## src/rtl/mem_arbiter.sv

```systemverilog
// Two-requester (fetch/data) arbiter onto one shared memory port.
// Each requester owns a single pending slot; ties alternate via last_grant, with a timeout abort.
module mem_arbiter #(
  parameter int unsigned TIMEOUT = 255
) (
  input  logic        clk,
  input  logic        rst,
  input  logic        i_start,
  input  logic [31:0] i_addr,
  output logic        i_busy,
  output logic        i_done,
  output logic [31:0] i_rdata,
  input  logic        d_start,
  input  logic        d_we,
  input  logic [31:0] d_addr,
  input  logic [31:0] d_wdata,
  output logic        d_busy,
  output logic        d_done,
  output logic [31:0] d_rdata,
  output logic        mem_req,
  output logic        mem_we,
  output logic [31:0] mem_addr,
  output logic [31:0] mem_wdata,
  input  logic        mem_ack,
  input  logic [31:0] mem_rdata,
  output logic        err
);

  localparam int unsigned CLOG = $clog2(TIMEOUT + 1);
  localparam int unsigned CW   = (CLOG > 8) ? CLOG : 8;

  typedef enum logic [1:0] {IDLE, WAIT, RESP} state_t;

  state_t        state;
  logic [31:0]   i_addr_q;
  logic [31:0]   d_addr_q;
  logic [31:0]   d_wdata_q;
  logic          d_we_q;
  logic          last_d;
  logic          gnt_d;
  logic          pick_d;
  logic          timeout;
  logic [CW-1:0] cnt;

  // i_busy/d_busy double as the slot-valid flags; fetch wins a tie unless it was served last.
  assign pick_d  = d_busy && (!i_busy || !last_d);
  assign timeout = (cnt == CW'(TIMEOUT - 1));

  always_ff @(posedge clk) begin
    if (rst) begin
      state     <= IDLE;
      i_addr_q  <= '0;
      d_addr_q  <= '0;
      d_wdata_q <= '0;
      d_we_q    <= 1'b0;
      last_d    <= 1'b1;
      gnt_d     <= 1'b0;
      cnt       <= '0;
      i_busy    <= 1'b0;
      i_done    <= 1'b0;
      i_rdata   <= '0;
      d_busy    <= 1'b0;
      d_done    <= 1'b0;
      d_rdata   <= '0;
      mem_req   <= 1'b0;
      mem_we    <= 1'b0;
      mem_addr  <= '0;
      mem_wdata <= '0;
      err       <= 1'b0;
    end else begin
      i_done <= 1'b0;
      d_done <= 1'b0;
      err    <= 1'b0;
      case (state)
        IDLE: begin
          if (i_busy || d_busy) begin
            gnt_d     <= pick_d;
            mem_req   <= 1'b1;
            mem_we    <= pick_d ? d_we_q : 1'b0;
            mem_addr  <= pick_d ? d_addr_q : i_addr_q;
            mem_wdata <= pick_d ? d_wdata_q : '0;
            cnt       <= '0;
            state     <= WAIT;
          end
        end
        WAIT: begin
          // ack takes priority over a timeout landing in the same cycle
          if (mem_ack || timeout) begin
            mem_req <= 1'b0;
            err     <= !mem_ack;
            last_d  <= gnt_d;
            state   <= RESP;
            if (gnt_d) begin
              d_busy <= 1'b0;
              d_done <= 1'b1;
              if (!d_we_q) d_rdata <= mem_ack ? mem_rdata : '0;
            end else begin
              i_busy  <= 1'b0;
              i_done  <= 1'b1;
              i_rdata <= mem_ack ? mem_rdata : '0;
            end
          end else begin
            cnt <= cnt + CW'(1);
          end
        end
        RESP: state <= IDLE;
        default: state <= IDLE;
      endcase

      // a slot is only cleared while busy, so accepting only while idle never collides
      if (i_start && !i_busy) begin
        i_busy   <= 1'b1;
        i_addr_q <= i_addr;
      end
      if (d_start && !d_busy) begin
        d_busy    <= 1'b1;
        d_we_q    <= d_we;
        d_addr_q  <= d_addr;
        d_wdata_q <= d_wdata;
      end
    end
  end

endmodule
```

## config.mk

```make
export PLATFORM = sky130hd
export DESIGN_NAME = mem_arbiter
export DESIGN_NICKNAME = d
export VERILOG_FILES = /design/src/rtl/mem_arbiter.sv
export SDC_FILE = /design/constraint.sdc
export NUM_CORES = 1
export LEC_CHECK = 0
export BUFFER_PORTS_ARGS = -buffer_cell sky130_fd_sc_hd__buf_2
export CORE_UTILIZATION = 34
export DETAILED_ROUTE_END_ITERATION = 16
export GPL_ROUTABILITY_DRIVEN = 0
export GPL_TIMING_DRIVEN = 0
export HOLD_SLACK_MARGIN = 0.12
export PLACE_DENSITY = 0.57
export SLEW_MARGIN = 5
export SYNTH_ARGS = -nofsm -noshare
export SYNTH_HDL_FRONTEND = slang
export SYNTH_SLANG_ARGS = --single-unit
```

## constraint.sdc

```tcl
create_clock -name clk -period 1.3 [get_ports clk]
set_input_delay 0.13 -clock clk [delete_from_list [all_inputs] [get_ports clk]]
set_output_delay 0.13 -clock clk [all_outputs]
set_load 0.01 [all_outputs]
```

Word-level counts from Yosys, hierarchy flattened. Index checks and enable logic that the tools add are counted.

Flip-flop bits (word level): 244. Output and inout bits: 135. Word-level logic and storage cells: 80.

Add/sub/neg operators: 1. Eq/ne operators: 6. Multiplexer cells: 23. Bitwise operators: 4. Reductions and logical operators: 27.

Operators by type and width (count): 32-bit 2-to-1 mux (3); 8-bit 2-to-1 mux (2); 8-bit case mux with 2 select lines (1); 3-bit AND reduction (5); 1-bit 2-to-1 mux (13); 2-bit nonzero test (6); 8-bit by 1-bit adder with 8-bit output, second input constant (1); 8-bit equality test, second input constant (1); 2-bit inequality test, second input constant (3); 2-bit AND reduction (3); 1-bit logical NOT (4); 2-bit 2-to-1 mux (2); 1-bit NOT (4); 2-bit case mux with 2 select lines (1); 4-bit AND reduction (1); 1-bit logical AND (3); 1-bit logical OR (3); 3-bit OR reduction (1); 2-bit by 1-bit equality test with 1-bit output, second input constant (1); 2-bit logical NOT (1); 2-bit by 1-bit inequality test with 1-bit output, second input constant (1); 1-bit case mux with 2 select lines (1).

Logic depth before layout (Yosys ltp).
Depth in word-level cells: 5. Mapped depth: 7.

Worst setup path before layout. Ideal clock, no wire load.

Path kind: flip-flop to flip-flop. Start: register cnt[0]. End: register cnt[3]. Setup time: 69 ps. Data arrival time: 1415 ps. Data required time: 1231 ps. Setup slack: -184 ps. Stages on the path, launching flop included: 7. Path buffers: 0. Cell sequence: dfxtp_1 > inv_1 > ha_1 > nand3_1 > o21ai_2 > or4_1 > o21ai_1.

Word-level cells in the longest chain between the ends: 4. Elaborated cells between the ends (all ways): 7. Classes of those cells: add/sub: 1; eq/ne: 2; mux: 2; reduce/logical: 2.

Ends and longest elaborated chain: start: declaration (line 43) `logic [CW-1:0] cnt;`; start signal: assignment (line 103) `cnt <= cnt + CW'(1);`; branches (longest 4 deep; another with 8-bit by 1-bit adder with 8-bit output).

Parallel ways; which one is timed is not known. The select of a mux whose other input is x is not followed. A chain may end at the register's enable or synchronous reset.

Final worst setup path.
Start: register i_busy. End: register mem_wdata[22].

Word-level cells in the longest chain between the ends: 4. Elaborated cells between the ends (all ways): 6. Classes of those cells: mux: 1; reduce/logical: 5.

Ends and longest elaborated chain: start: declaration (line 10) `output logic i_busy,`; start signal: assignment (line 59) `i_busy <= 1'b0;`; start signal: assignment (line 98) `i_busy <= 1'b0;`; start signal: assignment (line 112) `i_busy <= 1'b1;`; 1-bit logical NOT (line 46) `assign pick_d = d_busy && (!i_busy || !last_d);`; 1-bit logical OR (line 46); 1-bit logical AND (line 46); 32-bit 2-to-1 mux (line 81) `mem_wdata <= pick_d ? d_wdata_q : '0;`; end signal: assignment (line 81); end: declaration (line 23) `output logic [31:0] mem_wdata,`.

Parallel ways exist; a longest one is shown, timed or not.

==> out/qor.txt <==
Status = finished, violations left
Violated checks = negative setup slack
Top-area cell type share of the netlist area = 0.564
Mean Syn Cell Area = 9.40 um2
Fin crit share = 1.16
Detail Route Antenna Nets = 0
Syn Inst Count = 921
Total power draw = 19.7 mW
Clk_skew = 9.88 ps
Post-Route Utilization = 0.601
Synth Flop Type = dfxtp_1
Area after DPL = 10,700 um2
Synth-to-Final Area Change = 73.9%
Vias in the first global route = 8,462
Max Cap Violations = 0
TritonRoute pass-1 iters = 4
Top post-synthesis cells by area = dfxtp_1, nand2_1, a32o_1
# nets final = 1,551
Clk sinks = 244
Min-Delay Path Class = in -> reg
Gr usage total = 0.216
VDD IR-drop max = 0.000943 V
H-tree depth = 1
Largest net degree at the start of global routing = 14
Library cells used by synthesis = 43
Hold slack final = 181 ps
Count of input and output buffers = 268
HPWL Detailed = 18,800 um
Layout cells sized above 1 = 0.446
Worst skew pair latency = 540 ps
CP Class = reg -> reg
Row count = 58
FF+latch count, synth = 244
Hold_sp = rst
Largest area contributor in the netlist = dfxtp_1
IO Pins = 269
Fmax = 664 MHz
Sequential-to-total area share from yosys stat = 0.564
DRC violations left = 0
Synth Net Count = 1,057
Worst r2r src = i_busy
Worst Hold End = state[1]
Max Buffers Root-to-Sink = 3
CTS root buffer = clkbuf_16
Via count = 8,847
Core Region = 25,000 um2
Max_slew headroom = 0.509
Unrepaired setup endpoints after global routing = true
Sequence of cells on the critical path = buf_6, a21boi_2, buf_6, and2_4, buf_12, buf_12, a22oi_2, nor2_1
Critical path peak fanout = 7
WL final = 30,700 um
CTS buffer count = 27
Final Slew Violations = 0
CTS tree = yes
DR iter-0 viols = 537
DIE WIDTH = 162 um
Worst Hold Path Cells = 3
Worst path max stage delay = 360 ps
Syn. warnings = 0
FFs w/ async S/R, synth = 0
Pwr Density = 1310 nW/um2
Critical path's slowest cell = dfxtp_4
Final min period = 1500 ps
Worst path required time = 1770 ps
Reg-to-reg setup timing slack = -200 ps
Critical Path AT = 1970 ps
Worst Path Buf+Inv = 4
Die height = 162 um
Ant diodes = 0
Crit Reg-Reg Endpoint = mem_wdata[22]
Fillers = 2,076
Worst-margin pin slew = 736 ps
Critical path origin = i_busy
Clock-pin slew on the worst setup and hold paths = 60 ps
Post-Place Cells = 1,519
CP Launch Type = register
Setup Viol. Count Final = 148
First-pass GRT wire length = 45,000 um
Starting Density = 0.346
Reg2reg path depth = 8
DR WL/cell = 17.4 um
Fin worst setup slack = -205 ps
Pleak = 6.35 nW
Post-synth EDFFs = 0
Vias per Instance = 5.01
Post-route cell area = 15,000 um2
Crit-path leading delay family = buffers and inverters
CP Capture Type = register
Mapped cell area = 8650 um2
Die ar. = 26,100 um2
Final Hold Fails = 0
Final std cells w/o fill = 1,766
Antenna violations before repair = 0
Total grt overflow = 0
==> worst reg2reg max path: stages (launching register included) <==
cell and delay [ps]:
dfxtp_4 360, buf_6 120, a21boi_2 140, buf_6 170, and2_4 240, buf_12 130, buf_12 110, a22oi_2 60
nor2_1 110
==> state kept, by name (all words and copies together), names as in the netlist, 8 cells and up <==
signal,flops
cnt,8
d_addr_q,32
d_rdata,32
d_wdata_q,32
i_addr_q,32
i_rdata,32
mem_addr,32
mem_wdata,32
==> worst max-delay path by stage <==
stage | end | depth (start not counted)
floorplan | d_rdata[0] | 6
global placement | mem_wdata[0] | 5
detailed placement | state[0] | 5
CTS | i_rdata[26] | 7
global route | i_rdata[26] | 7
finish | mem_wdata[22] | 8
==> report_power, final <==
group	internal, mW	switching [mW]	leakage [nW]
Clock	4.93	3.19	0.463
Sequential	7.86	0.241	2.00
Combinational	1.73	1.73	3.89
==> cells in the final DEF, fill, tap and decap left out, drive strengths merged, types with 3 or more instances in the layout <==
cell type      n
buf          372
dfxtp        244
nand2        197
dlygate4sd3  133
a21oi        104
nor2          77
clkbuf        71
a32o          64
a211oi        34
a22oi         33
mux2i         32
clkinv         9
nand3          8
o21ai          7
bufinv         5
nor2b          4
nand2b         3
o211ai         3
a31oi          3
or4            3
and2           3
nor3           3
==> area by class of cell <==
cell class	instances	area [um2]	area share
Multi-Input combinational cell	597	4410	0.293
Buffer	76	714	0.0475
Timing Repair Buffer	468	3640	0.242
Tap cell	330	413	0.0274
Clock inverter	17	223	0.0148
Clock buffer	33	718	0.0477
Inverter	1	6.26	0.000416
Sequential cell	244	4920	0.327
==> kinds of logic after synthesis <==
logic type,Yosys count,share of synthesized area
flops,244,0.564
buf+inv,81,0.0406
compound gates,256,0.211
simple gates,306,0.144
mux,32,0.0370
fa+ha+maj,2,0.00289
==> synth_stat cells, drive strengths merged (4+ instances only) <==
| cell type | count |
|---|---|
| nand2 | 197 |
| buf | 41 |
| a211oi | 34 |
| clkbuf | 39 |
| nor2b | 4 |
| mux2i | 32 |
| nor2 | 77 |
| a22oi | 33 |
| nand3 | 8 |
| o21ai | 7 |
| dfxtp | 244 |
| a21oi | 104 |
| a32o | 64 |
==> routing by layer <==
| layer | global-route usage | part of all wire | vias to the layer above |
|---|---|---|---|
| met1 | 0.267 | 0.42 | 4215 |
| met3 | 0.0434 | 0.061 | 68 |
| li1 | - | - | 4268 |
| met4 | 0.0703 | 0.028 | 0 |
| met2 | 0.373 | 0.50 | 296 |
| met5 | 0 | 0 | - |
==> timing repair <==
item	in CTS	in global routing
setup endpoints to repair	237	229
hold buffers	134	0
pin swaps	14	103
hold endpoints to repair	166	0
buffers inserted	33	17
gates cloned	14	10
gates resized for setup	135	253
==> per-stage QoR <==
stage          setup slack (ps)  TNS [ps]
5_1_grt                    -252    -31210
4_1_cts                    -198    -19650
2_1_floorplan              -125     -6480
6_report                   -205    -21740
3_5_place_dp               -652   -106700
3_3_place_gp               -660   -106240
Power figures use the tool's default switching activity.
